--- src/rtl/puf_ro_ctrl_pkg.sv ---
// Shared types, default sizing and challenge legality check for the RO-PUF
// measurement controller.
package puf_ro_ctrl_pkg;

   typedef enum logic [1:0] {
      IDLE    = 2'd0,
      SETTLE  = 2'd1,
      MEASURE = 2'd2,
      COMPARE = 2'd3
   } state_e;

   localparam int unsigned DEF_N_RO          = 16;
   localparam int unsigned DEF_SEL_W         = 4;
   localparam int unsigned DEF_CNT_BIT_SIZE  = 16;
   localparam int unsigned DEF_SETTLE_CYCLES = 8;
   localparam int unsigned DEF_WIN_CYCLES    = 1024;

   // Two distinct oscillators, both present in the array.
   function automatic logic challenge_legal(input int unsigned sel_a,
                                            input int unsigned sel_b,
                                            input int unsigned n_ro);
      return (sel_a != sel_b) && (sel_a < n_ro) && (sel_b < n_ro);
   endfunction

endpackage

--- src/rtl/puf_edge_cnt.sv ---
// One measurement channel: 2-flop synchronizer, registered rising-edge
// detect and a saturating edge counter with synchronous clear and enable.
module puf_edge_cnt
   import puf_ro_ctrl_pkg::*;
#(
   parameter int unsigned CNT_BIT_SIZE = DEF_CNT_BIT_SIZE
) (
   input  logic                    clk,
   input  logic                    rst_n,
   input  logic                    ro,
   input  logic                    clr,
   input  logic                    en,
   output logic [CNT_BIT_SIZE-1:0] cnt,
   output logic                    sat
);

   // [1:0] synchronizer stages, [2] previous synchronized value
   logic [2:0] sync_q;
   logic       rise;

   always_ff @(posedge clk) begin
      if (!rst_n) begin
         sync_q <= '0;
      end else begin
         sync_q <= {sync_q[1:0], ro};
      end
   end

   assign rise = sync_q[1] & ~sync_q[2];
   assign sat  = (cnt == '1);

   always_ff @(posedge clk) begin
      if (!rst_n || clr) begin
         cnt <= '0;
      end else if (en && rise && !sat) begin
         cnt <= cnt + 1'b1;
      end
   end

endmodule

--- src/rtl/puf_ro_ctrl.sv ---
// Ring-oscillator PUF measurement controller: enables a challenge-selected
// oscillator pair, counts edges over a fixed window and compares the counts.
module puf_ro_ctrl
   import puf_ro_ctrl_pkg::*;
#(
   parameter int unsigned N_RO          = DEF_N_RO,
   parameter int unsigned SEL_W         = DEF_SEL_W,
   parameter int unsigned CNT_BIT_SIZE  = DEF_CNT_BIT_SIZE,
   parameter int unsigned SETTLE_CYCLES = DEF_SETTLE_CYCLES,
   parameter int unsigned WIN_CYCLES    = DEF_WIN_CYCLES
) (
   input  logic                    i_clk,
   input  logic                    i_rst_n,
   input  logic                    i_start,
   input  logic [2*SEL_W-1:0]      i_challenge,
   input  logic [N_RO-1:0]         i_ro,
   output logic [N_RO-1:0]         o_ro_en,
   output logic                    o_busy,
   output logic                    o_done,
   output logic                    o_response,
   output logic [CNT_BIT_SIZE-1:0] o_cnt_a,
   output logic [CNT_BIT_SIZE-1:0] o_cnt_b,
   output logic                    o_err
);

   localparam int unsigned TMR_MAX = (WIN_CYCLES > SETTLE_CYCLES) ? WIN_CYCLES : SETTLE_CYCLES;
   localparam int unsigned TMR_W   = $clog2(TMR_MAX);

   state_e                  state_q, state_d;
   logic [TMR_W-1:0]        tmr_q, tmr_d;
   logic [SEL_W-1:0]        sel_a_in, sel_b_in;
   logic [SEL_W-1:0]        sel_a_q, sel_b_q;
   logic                    chal_ok;
   logic                    accept;
   logic [N_RO-1:0]         ro_en;
   logic                    ro_a, ro_b;
   logic [CNT_BIT_SIZE-1:0] cnt_a, cnt_b;
   logic                    sat_a, sat_b;

   assign sel_a_in = i_challenge[SEL_W-1:0];
   assign sel_b_in = i_challenge[2*SEL_W-1:SEL_W];
   assign chal_ok  = challenge_legal(32'(sel_a_in), 32'(sel_b_in), N_RO);
   assign accept   = (state_q == IDLE) && i_start;

   always_ff @(posedge i_clk) begin
      if (!i_rst_n) begin
         state_q <= IDLE;
         tmr_q   <= '0;
      end else begin
         state_q <= state_d;
         tmr_q   <= tmr_d;
      end
   end

   always_comb begin
      state_d = state_q;
      tmr_d   = tmr_q;
      ro_en   = '0;
      case (state_q)
         IDLE: begin
            if (i_start && chal_ok) begin
               state_d = SETTLE;
               tmr_d   = '0;
            end
         end
         SETTLE: begin
            ro_en[sel_a_q] = 1'b1;
            ro_en[sel_b_q] = 1'b1;
            if (tmr_q == TMR_W'(SETTLE_CYCLES - 1)) begin
               state_d = MEASURE;
               tmr_d   = '0;
            end else begin
               tmr_d = tmr_q + 1'b1;
            end
         end
         MEASURE: begin
            ro_en[sel_a_q] = 1'b1;
            ro_en[sel_b_q] = 1'b1;
            if (tmr_q == TMR_W'(WIN_CYCLES - 1)) begin
               state_d = COMPARE;
               tmr_d   = '0;
            end else begin
               tmr_d = tmr_q + 1'b1;
            end
         end
         COMPARE: state_d = IDLE;
         default: state_d = IDLE;
      endcase
   end

   // Selects are only captured for a legal challenge, so the mux never
   // points outside the array.
   always_ff @(posedge i_clk) begin
      if (!i_rst_n) begin
         sel_a_q <= '0;
         sel_b_q <= '0;
      end else if (accept && chal_ok) begin
         sel_a_q <= sel_a_in;
         sel_b_q <= sel_b_in;
      end
   end

   assign ro_a = i_ro[sel_a_q];
   assign ro_b = i_ro[sel_b_q];

   puf_edge_cnt #(.CNT_BIT_SIZE(CNT_BIT_SIZE)) u_cnt_a (
      .clk   (i_clk),
      .rst_n (i_rst_n),
      .ro    (ro_a),
      .clr   (state_q == SETTLE),
      .en    (state_q == MEASURE),
      .cnt   (cnt_a),
      .sat   (sat_a)
   );

   puf_edge_cnt #(.CNT_BIT_SIZE(CNT_BIT_SIZE)) u_cnt_b (
      .clk   (i_clk),
      .rst_n (i_rst_n),
      .ro    (ro_b),
      .clr   (state_q == SETTLE),
      .en    (state_q == MEASURE),
      .cnt   (cnt_b),
      .sat   (sat_b)
   );

   always_ff @(posedge i_clk) begin
      if (!i_rst_n) begin
         o_done     <= 1'b0;
         o_response <= 1'b0;
         o_cnt_a    <= '0;
         o_cnt_b    <= '0;
         o_err      <= 1'b0;
      end else begin
         o_done <= 1'b0;
         if (accept && !chal_ok) begin
            o_done     <= 1'b1;
            o_response <= 1'b0;
            o_cnt_a    <= '0;
            o_cnt_b    <= '0;
            o_err      <= 1'b1;
         end else if (state_q == COMPARE) begin
            o_done     <= 1'b1;
            o_response <= (cnt_a > cnt_b);
            o_cnt_a    <= cnt_a;
            o_cnt_b    <= cnt_b;
            o_err      <= sat_a | sat_b;
         end
      end
   end

   assign o_ro_en = ro_en;
   assign o_busy  = (state_q != IDLE);

endmodule

--- config.mk ---
export PLATFORM = sky130hd
export DESIGN_NAME = puf_ro_ctrl
export DESIGN_NICKNAME = d
export VERILOG_FILES = /design/src/rtl/puf_ro_ctrl_pkg.sv /design/src/rtl/puf_edge_cnt.sv /design/src/rtl/puf_ro_ctrl.sv
export SDC_FILE = /design/constraint.sdc
export NUM_CORES = 1
export LEC_CHECK = 0
export CORE_MARGIN = 4
export CORE_UTILIZATION = 50
export DETAILED_ROUTE_END_ITERATION = 10
export PLACE_DENSITY_LB_ADDON = 0.2
export SLEW_MARGIN = 20
export SYNTH_ARGS = -nofsm -noshare
export SYNTH_HDL_FRONTEND = slang
export SYNTH_HIERARCHICAL = 1
export SYNTH_SLANG_ARGS = --single-unit
export TNS_END_PERCENT = 1
--- constraint.sdc ---
create_clock -name i_clk -period 4.4 [get_ports i_clk]
set_input_delay 0.88 -clock i_clk [delete_from_list [all_inputs] [get_ports i_clk]]
set_output_delay 0.88 -clock i_clk [all_outputs]
set_load 0.02 [all_outputs]
==> Yosys cells after proc, flatten, opt, wreduce, memory -nomap -nowiden <==
Index checks and enable logic that the tools add are counted.
{ "totals": {"regBits": 93, "latch_bits": 0, "ram_bits": 0, "mem_bits_ro": 0, "in_bits": 27, "out_inout_bits": 52, "wordCells": 83, "n_memories": 0} }
{ "classes": {"n_addsub": 3, "mul": 0, "div": 0, "magnitude_cmp": 5, "eq_ne": 11, "shift": 0, "n_mux": 21, "n_bitwise": 7, "reduce_logical": 23} }
{ "op_table": {"columns": ["cell", "n"], "rows": [
  ["$add 16x1->16 const B", 2],
  ["$eq 16x16->1 const B", 2],
  ["$mux 10", 3],
  ["$pmux 10 s3", 1],
  ["$gt 16x16->1", 1],
  ["$mux 16", 1],
  ["$or 16x16->16", 1],
  ["$add 10x1->10 const B", 1],
  ["$eq 10x10->1 const B", 1],
  ["$eq 10x3->1 const B", 1],
  ["$logic_and 1x1->1", 10],
  ["$lt 4x5->1 const B", 2],
  ["$bmux 1 s4", 2],
  ["$demux 1 s4", 2],
  ["$ge 4x1->1 const B", 2],
  ["$mux 1", 8],
  ["$pmux 2 s4", 1],
  ["$mux 2", 3],
  ["$eq 2x2->1 const B", 2],
  ["$logic_not 1->1", 4],
  ["$ne 2x2->1 const B", 2],
  ["$ne 4x4->1", 1],
  ["$reduce_bool 2->1", 2],
  ["$reduce_or 2->1", 2],
  ["other kinds (10)", 13]
]} }

==> Logic depth before layout (Yosys ltp) <==
Gate-level depths: netlist of run 1.
{ "logic_depth": {"depth_word": 6, "mapped_depth": 8, "ltp_nobuf": 7} }

==> Cells and area by module <==
The synthesis of run 1 kept the hierarchy.
{ "modules_own_cells": {"columns": ["mod", "n_inst", "cells_each", "area_per_inst_um2", "seq_area_each_um2"], "rows": [
  ["puf_ro_ctrl", 1, 362, 3294.4, 1101.1],
  ["puf_edge_cnt", 2, 106, 930.9, 380.4]
]} }

==> Worst setup path after synthesis of run 1 <==
No wires, ideal clock.
{ "synth_timing": {"path_kind": "register -> output", "startpoint": "reg state_q[0]", "endpoint": "out o_ro_en[11]", "t_arrival_ns": 1.433, "required_time_ns": 3.520, "slack_ns": 2.087, "stages_incl_launch_ff": 6, "n_path_buf": 2, "cell_sequence": "dfxtp_1 inv_1 ha_1 clkbuf_1 clkbuf_1 and2_1"} }
{ "synth_via": {"elab_chain_len": 3, "word_cells_on_any_way": 4, "classes_between": "2 x eq/ne; 1 x mux; 1 x reduce/logical"} }
{ "synth_rtl": {"columns": ["element", "line", "text"], "rows": [
  ["from (decl)", "puf_ro_ctrl.sv:29", "state_e state_q, state_d;"],
  ["from (signal assigned)", "puf_ro_ctrl.sv:50", "state_q <= state_d;"],
  ["$eq 2x2->1 or $eq 2x1->1 (tied branches)", "puf_ro_ctrl.sv:59", "case (state_q)"],
  ["$reduce_or 2->1 (no line) (*)", null, null],
  ["$mux 16 (*)", null, null],
  ["to (decl)", "puf_ro_ctrl.sv:17", "output logic [N_RO-1:0] o_ro_en,"]
]} }
Mark *: on every way between the ends. The rest lies on a longest branch, timed or not.

==> Final worst setup path of run 1 <==
{ "layout_timing": {"startpoint": "reg state_q[0]", "endpoint": "out o_ro_en[0]"} }
Same word-level chain as after synthesis.

==> results of run 1 <==
## critical path, delay by kind of cell (launching register included)
kind            cells  cell delay [ns]
compound gates      1             0.23
fa+ha+maj           1             0.64
buf+inv             2             0.72
flops               1             0.40
## placed cells by master (no fill, tap or decap), drive strengths merged, types with 5 or more instances in the layout
| cell type | count |
|---|---|
| dfxtp | 93 |
| clkbuf | 10 |
| nor3 | 16 |
| inv | 35 |
| nand3 | 21 |
| ha | 24 |
| o31ai | 22 |
| mux4 | 10 |
| a21oi | 29 |
| o22ai | 9 |
| nand4 | 17 |
| clkdlybuf4s50 | 78 |
| or3 | 6 |
| nor4 | 8 |
| nand2b | 12 |
| o41ai | 5 |
| mux2i | 46 |
| o211ai | 6 |
| and3 | 7 |
| a211oi | 5 |
| o21a | 13 |
| nand2 | 24 |
| o21ai | 13 |
| nor2 | 49 |
| and2 | 16 |
| or4 | 24 |
## layout make-up
class,instances,area share (%)
clock buffers,10,2.21
clock inverters,6,1.11
inverters,33,1.99
multi-input cells,415,49.0
flip-flops and latches,93,29.9
well taps,133,2.68
repair buffers,82,13.0
## how the worst max path moves through the flow
stage	start	to	slack (ns)
3_3_place_gp	i_challenge[2]	tmr_q[1]	1.40
3_5_place_dp	i_challenge[6]	tmr_q[3]	1.29
4_1_cts	state_q[0]	o_ro_en[0]	1.16
2_1_floorplan	state_q[0]	o_ro_en[11]	2.09
5_1_grt	state_q[0]	o_ro_en[0]	1.06
6_report	state_q[0]	o_ro_en[0]	1.15
## through the flow
step,util (%),hold WS (ns),instances
final,62.8,0.442,772
after floorplan,-,0.412,574
after detailed placement,60.6,0.421,756
after CTS,62.7,0.446,772
after global routing,62.8,0.463,772
after global placement,60.6,0.417,756
## cells by family (layout without fill, tap and decap cells)
logic type	Yosys count	in the layout	synth area share [%]
simple gates	214	214	23.4
compound gates	116	116	15.4
flops	93	93	36.1
buf+inv	66	131	5.14
mux	56	56	13.3
fa+ha+maj	24	24	5.82
xor+xnor	5	5	0.849
## power by group
part           switching (mW)  leakage (nW)  internal (mW)
registers              0.0693         0.752          0.880
logic                   0.356          1.20          0.274
clock network           0.312         0.103          0.282
total                   0.737          2.06           1.44
## routing by layer
metal,vias up,share of wire [%]
li1,2257,-
met1,2145,45
met2,129,48
met3,17,5.6
met4,0,1.8
met5,-,0
## flip-flops by register name, indices dropped and copies added (netlist names)
signal,count
o_cnt_b,16
tmr_q,10
sel_b_q,4
o_err,1
state_q,2
u_cnt_b/cnt,16
u_cnt_a/cnt,16
o_done,1
u_cnt_a/sync_q,3
u_cnt_b/sync_q,3
o_response,1
o_cnt_a,16
sel_a_q,4
==> impl_metrics.py, run 1 <==
metrics = {
    "global_route": {
        "met2_usage_pct": 34.4,
        "gr-usage-met1_pct": 27.4,
        "grt_overflow_total": 0,
        "grt_usage_pct": 21.1,
        "grt_pass1_vias": 4387,
        "use_met3_pct": 4.23,
        "grt_max_degree": 34,
        "grt_pass1_wl_um": 20500,
        "busiest_layer": "met2",
        "antenna_found_initial": 0,
    },
    "layout": {
        "fill_cells": 861,
        "final_nets": 685,
        "layout.area.seq_mm2": 0.00186,
        "postLayoutCellArea_mm2": 0.00622,
        "multi_input_area_mm2": 0.00305,
        "synthToLayoutAreaGrowth_pct": 20.6,
        "diodes": 0,
        "layout-drive-gt1-share_pct": 7.51,
    },
    "timing": {
        "hold_viol_final": 0,
        "drv_slew": 0,
        "clock_skew_ns": 0.0174,
        "max_freq_mhz": 308,
        "period_minus_slack_ns": 3.25,
        "min_period_over_period_pct": 73.8,
        "finalSetupViolations": 0,
        "setup_ws_ns": 1.15,
        "slew_headroom_pct": 46.1,
        "worst_pin_slew_ns": 0.806,
        "tns_ns": 0,
        "rsz0062_at_grt": "false",
    },
    "clock_tree": {
        "htreeDepth": 3,
        "tritoncts": "yes",
        "clk_path_buf_depth": 2,
        "holdBufCountCts": 0,
        "clockRootBuffer": "clkbuf_8",
        "clock-sinks": 93,
        "cts_made_buffers": 9,
        "worstSkewPairLatency_ns": 0.37,
        "post_cts_buffers": 0,
        "clkSlewWorstSetupHoldPaths_ns": 0.10,
        "post_cts_resized": 0,
    },
    "yosys": {
        "yosysWarnings": 6,
        "yosysTopAreaCellShare_pct": 36.1,
        "yosysTopAreaCell": "dfxtp_1",
        "syn-num-nets": 625,
        "synth_area_leaders": "dfxtp_1 36%, mux2i_1 8.9%, ha_1 5.8%",
        "synth-edff-count": 0,
        "async_reset_ff_share_pct": 0,
        "syn_area_per_cell_um2": 8.98,
        "synth-seq-cells": 93,
        "synth_common_cells": "93 x dfxtp_1, 49 x nor2_1, 46 x mux2i_1",
        "synth.most_common_cell": "dfxtp_1",
        "ys_seq_area_share_pct": 36.1,
        "ys.flop_type": "dfxtp_1",
        "netlist_instances": 574,
        "synth_cell_type_count": 52,
        "syn_area_mm2": 0.00516,
    },
    "floorplanning": {
        "die_y_um": 110,
        "die_area_mm2": 0.0120,
        "core-area_mm2": 0.00991,
        "fp-row-count": 36,
        "ios": 79,
        "die_w_um": 110,
        "start_util_pct": 52.0,
    },
    "worst_setup_path": {
        "cp-start-kind": "flip-flop",
        "path_class": "flip-flop to output pin",
        "worstPathCellList": "inv_1 -> ha_1 -> o21a_1 -> clkdlybuf4s50_1",
        "rrSetupSlack_ns": 1.85,
        "cpPeakStageDelay_ns": 0.64,
        "cpMaxStageDelayCell": "ha_1",
        "cp.arrival_ns": 2.37,
        "crit_fanout": 19,
        "r2r_cells": 6,
        "reg2reg_to": "u_cnt_b/cnt[15]",
        "r2r-start": "state_q[0]",
        "required_ns": 3.52,
        "end_kind": "output pin",
    },
    "detailed_routing": {
        "avgViaCountPerCell": 5.89,
        "drtIter0Drc": 193,
        "drc": 0,
        "dr.pass1.iters": 5,
        "wl_per_cell_um": 15.7,
        "vias": 4548,
        "antenna_left": 0,
        "wirelength_um": 12100,
    },
    "status": {
        "status": "complete, no violations",
    },
    "min_path": {
        "whs_path_depth": 1,
        "min_path_type": "flip-flop to flip-flop",
        "hold_end": "u_cnt_b/sync_q[1]",
        "hold_start": "u_cnt_b/sync_q[0]",
    },
    "flow_run": {
        "maxCapViolCount": 0,
    },
    "placed_design": {
        "placed_area_mm2": 0.00601,
        "gp_congestion": 0.828,
        "port_buffers": 78,
        "dp_hpwl_um": 9010,
        "post-place-ws_ns": 1.29,
    },
    "pwr": {
        "total_power_mw": 2.17,
        "leakage_nw": 2.06,
        "max-vdd-ir-drop_mv": 0.249,
        "power.density_mw_per_mm2": 349,
    },
}
(Power assumes the default switching activity.)
==> run 2, diff against run 1 <==
Settings changed: CORE_UTILIZATION 50 to 49.
Clock period 4.4 ns to 2.9 ns, I/O delays scaled along.
==> impl_metrics.py, run 2 (same netlist as run 1, synthesis figures left out) <==
metrics = {
    "worst_setup_path": {
        "cpPeakStageDelay_ns": 0.61,
        "worstPathCellList": "inv_1 -> ha_2 -> and2_1 -> clkdlybuf4s50_1",
        "cp.arrival_ns": 2.17,
        "cp-endpoint": "o_ro_en[5]",
        "path_class": "flip-flop to output pin",
        "cp-start-kind": "flip-flop",
        "r2r-start": "state_q[0]",
        "cp-startpoint": "state_q[1]",
        "crit_cells": 4,
        "crit_fanout": 19,
        "rrSetupSlack_ns": 0.38,
        "path_delay_family": "buffers and inverters",
        "path_buf_inv": 2,
        "cpMaxStageDelayCell": "clkdlybuf4s50_1",
        "reg2reg_to": "u_cnt_b/cnt[15]",
        "end_kind": "output pin",
        "required_ns": 2.32,
        "r2r_cells": 6,
    },
    "placed_design": {
        "placed_area_mm2": 0.00607,
        "gp_congestion": 0.834,
        "dp.cells": 765,
        "port_buffers": 78,
        "dp_hpwl_um": 9230,
    },
    "status": {
        "status": "complete, no violations",
    },
    "timing": {
        "worst_pin_slew_ns": 0.677,
        "slew_headroom_pct": 54.2,
        "rsz0062_at_grt": "false",
        "finalSetupViolations": 0,
        "hold_viol_final": 0,
        "tns_ns": 0,
        "clock_skew_ns": 0.0109,
        "period_minus_slack_ns": 2.75,
        "drv_slew": 0,
        "max_freq_mhz": 364,
        "hold_ws_ns": 0.443,
        "min_period_over_period_pct": 94.8,
    },
    "clock_tree": {
        "post_cts_buffers": 0,
        "worstSkewPairLatency_ns": 0.37,
        "tritoncts": "yes",
        "htreeDepth": 3,
        "holdBufCountCts": 0,
        "clkSlewWorstSetupHoldPaths_ns": 0.09,
        "cts_made_buffers": 9,
        "clock-sinks": 93,
        "clk_path_buf_depth": 2,
        "clockRootBuffer": "clkbuf_8",
    },
    "floorplanning": {
        "die_w_um": 111,
        "die_y_um": 111,
        "core-area_mm2": 0.0103,
        "die_area_mm2": 0.0122,
        "start_util_pct": 50.2,
        "fp-row-count": 37,
        "ios": 79,
    },
    "detailed_routing": {
        "avgViaCountPerCell": 5.93,
        "drc": 0,
        "antenna_left": 0,
        "vias": 4632,
        "wirelength_um": 12700,
        "wl_per_cell_um": 16.3,
        "drtIter0Drc": 203,
        "dr.pass1.iters": 4,
    },
    "layout": {
        "synthToLayoutAreaGrowth_pct": 21.5,
        "diodes": 0,
        "final_common_cell": "dfxtp_1",
        "layout-drive-gt1-share_pct": 8.22,
        "fin_cells": 781,
        "layout_common_cells": "93 x dfxtp_1, 78 x clkdlybuf4s50_1, 49 x nor2_1",
        "postLayoutCellArea_mm2": 0.00626,
        "final_nets": 691,
    },
    "global_route": {
        "grt_pass1_vias": 4468,
        "grt_usage_pct": 20.5,
        "grt_pass1_wl_um": 21300,
        "grt_overflow_total": 0,
        "grt_max_degree": 35,
        "antenna_found_initial": 0,
    },
    "min_path": {
        "whs_path_depth": 1,
        "min_path_type": "flip-flop to flip-flop",
    },
    "flow_run": {
        "maxCapViolCount": 0,
    },
    "pwr": {
        "max-vdd-ir-drop_mv": 0.357,
        "total_power_mw": 3.28,
        "power.density_mw_per_mm2": 524,
        "leakage_nw": 2.08,
    },
}
-- run 2: metrics by stage --
stage	setup slack, ns	utilization (%)
6_report	0.152	60.9
5_1_grt	0.000931	60.9
4_1_cts	0.0148	60.9
3_5_place_dp	0.427	59.0
3_3_place_gp	0.504	59.0
2_1_floorplan	0.743	-
-- run 2: metal layers --
metal,vias to the layer above,part of all wire (%),GRT usage (%)
met5,-,0,0
met4,0,1.4,5.58
met3,17,5.9,5.04
met2,162,48,34.1
met1,2177,45,26.4
li1,2276,-,-
-- run 2: worst min-delay path by stage --
stage | from | end | slack (ns)
floorplan | u_cnt_a/sync_q[0] | u_cnt_a/sync_q[1] | 0.41
global placement | u_cnt_a/sync_q[0] | u_cnt_a/sync_q[1] | 0.42
detailed placement | u_cnt_b/sync_q[0] | u_cnt_b/sync_q[1] | 0.43
CTS | u_cnt_b/sync_q[0] | u_cnt_b/sync_q[1] | 0.45
global route | u_cnt_b/sync_q[0] | u_cnt_b/sync_q[1] | 0.47
finish | u_cnt_b/sync_q[0] | u_cnt_b/sync_q[1] | 0.44
-- run 2: what timing repair did --
item	4_1_cts	5_1_grt
resized for setup	0	1
endpoints found under the hold margin	0	0
endpoints found under the setup margin	0	16
-- run 2: final cells by class --
class                   instances  area (um2)
clock buffers                  10         128
fillers                       934        4020
well taps                     136         170
inverters                      33         124
multi-input cells             415        3050
flip-flops and latches         93        1860
clock inverters                 6        63.8
repair buffers                 88         868
-- run 2: power breakdown --
part | switching (mW) | total, mW | internal, mW
sequential | 0.0943 | 1.43 | 1.34
clock | 0.462 | 0.859 | 0.397
combinational | 0.548 | 0.990 | 0.442
total | 1.10 | 3.28 | 2.17
==> run 3, diff against run 2 <==
Settings changed: MAX_ROUTING_LAYER set to met4.
==> impl_metrics.py, run 3 (same netlist as run 1, synthesis figures left out) <==
metrics = {
    "worst_setup_path": {
        "path_class": "flip-flop to output pin",
        "cp-startpoint": "state_q[1]",
        "worstPathCellList": "inv_1 -> ha_2 -> and2_1 -> clkdlybuf4s50_1",
        "cpMaxStageDelayCell": "clkdlybuf4s50_1",
        "r2r_cells": 6,
        "cp-start-kind": "flip-flop",
        "path_delay_family": "buffers and inverters",
        "crit_cells": 4,
        "path_buf_inv": 2,
        "cp.arrival_ns": 2.16,
        "crit_fanout": 19,
        "end_kind": "output pin",
        "r2r-start": "state_q[0]",
        "required_ns": 2.32,
        "cpPeakStageDelay_ns": 0.61,
    },
    "timing": {
        "drv_slew": 0,
        "min_period_over_period_pct": 94.4,
        "rsz0062_at_grt": "false",
        "hold_viol_final": 0,
        "max_freq_mhz": 365,
        "period_minus_slack_ns": 2.74,
        "slew_headroom_pct": 54.3,
        "worst_pin_slew_ns": 0.677,
        "finalSetupViolations": 0,
        "tns_ns": 0,
        "setup_ws_ns": 0.162,
        "clock_skew_ns": 0.0114,
    },
    "placed_design": {
        "port_buffers": 78,
        "post-place-ws_ns": 0.427,
        "dp_hpwl_um": 9230,
        "gp_congestion": 0.846,
        "dp.cells": 765,
        "placed_area_mm2": 0.00607,
    },
    "min_path": {
        "hold_start": "u_cnt_b/sync_q[0]",
        "min_path_type": "flip-flop to flip-flop",
        "whs_path_depth": 1,
    },
    "layout": {
        "diodes": 0,
        "fill_cells": 934,
        "final_nets": 691,
        "layout-drive-gt1-share_pct": 8.22,
        "postLayoutCellArea_mm2": 0.00626,
        "fin_cells": 781,
        "synthToLayoutAreaGrowth_pct": 21.5,
        "final_common_cell": "dfxtp_1",
        "layout_common_cells": "93 x dfxtp_1, 78 x clkdlybuf4s50_1, 49 x nor2_1",
    },
    "clock_tree": {
        "worstSkewPairLatency_ns": 0.37,
        "clock-sinks": 93,
        "htreeDepth": 3,
        "cts_made_buffers": 9,
        "tritoncts": "yes",
        "clockRootBuffer": "clkbuf_8",
        "clk_path_buf_depth": 2,
        "post_cts_buffers": 0,
        "clkSlewWorstSetupHoldPaths_ns": 0.09,
    },
    "global_route": {
        "grt_pass1_vias": 4467,
        "antenna_found_initial": 0,
        "gr-usage-met1_pct": 26.9,
        "use_met3_pct": 4.38,
        "grt_usage_pct": 21.0,
        "busiest_layer": "met2",
        "met2_usage_pct": 34.0,
        "grt_pass1_wl_um": 21300,
        "grt_max_degree": 35,
        "grt_overflow_total": 0,
    },
    "pwr": {
        "power.density_mw_per_mm2": 523,
        "max-vdd-ir-drop_mv": 0.357,
        "leakage_nw": 2.08,
        "total_power_mw": 3.28,
    },
    "floorplanning": {
        "core-area_mm2": 0.0103,
        "fp-row-count": 37,
        "die_area_mm2": 0.0122,
        "ios": 79,
        "start_util_pct": 50.2,
        "die_w_um": 111,
        "die_y_um": 111,
    },
    "detailed_routing": {
        "drtIter0Drc": 194,
        "dr.pass1.iters": 4,
        "wl_per_cell_um": 16.2,
        "drc": 0,
        "wirelength_um": 12700,
        "avgViaCountPerCell": 5.95,
        "vias": 4645,
        "antenna_left": 0,
    },
    "status": {
        "status": "complete, no violations",
    },
    "flow_run": {
        "maxCapViolCount": 0,
    },
}
==> run 3: path summary, 6_finish.rpt <==
path | end | slack (ns)
worst min-delay path | u_cnt_b/sync_q[1] | 0.44
worst min register to register | u_cnt_b/sync_q[1] | 0.44
worst max-delay path | o_ro_en[5] | 0.16
worst max register to register | u_cnt_b/cnt[15] | 0.38
==> run 3: area by class of cell <==
type	count	area (um2)	share of cell area [%]
sequential	93	1860	29.7
timing repair buffer	88	868	13.9
clock inverter	6	63.8	1.02
clock buffer	10	128	2.04
tap	136	170	2.72
inverter	33	124	1.98
multi-input combinational	415	3050	48.7
==> run 3: repair_timing <==
| item | in CTS | in global routing |
|---|---|---|
| hold buffers | 0 | 0 |
| resized for setup | 0 | 1 |
| endpoints found under the setup margin | 0 | 16 |
==> run 3: per-layer routing <==
metal / wire length [um] / part of all wire [%]
met5: 0 / 0
met4: 176 / 1.4
met3: 738 / 5.8
met2: 6070 / 48
met1: 5680 / 45
==> run 3: report_power, final <==
group | switching [mW] | leakage, nW | internal [mW] | total [mW]
clock | 0.461 | 0.0923 | 0.397 | 0.858
combinational | 0.546 | 1.23 | 0.442 | 0.988
sequential | 0.0946 | 0.752 | 1.34 | 1.43
==> run 3: per-stage QoR <==
step	util [%]	hold WS [ns]
floorplan	-	0.412
global placement	59.0	0.423
detailed placement	59.0	0.427
CTS	60.9	0.448
global route	60.9	0.466
finish	60.9	0.443
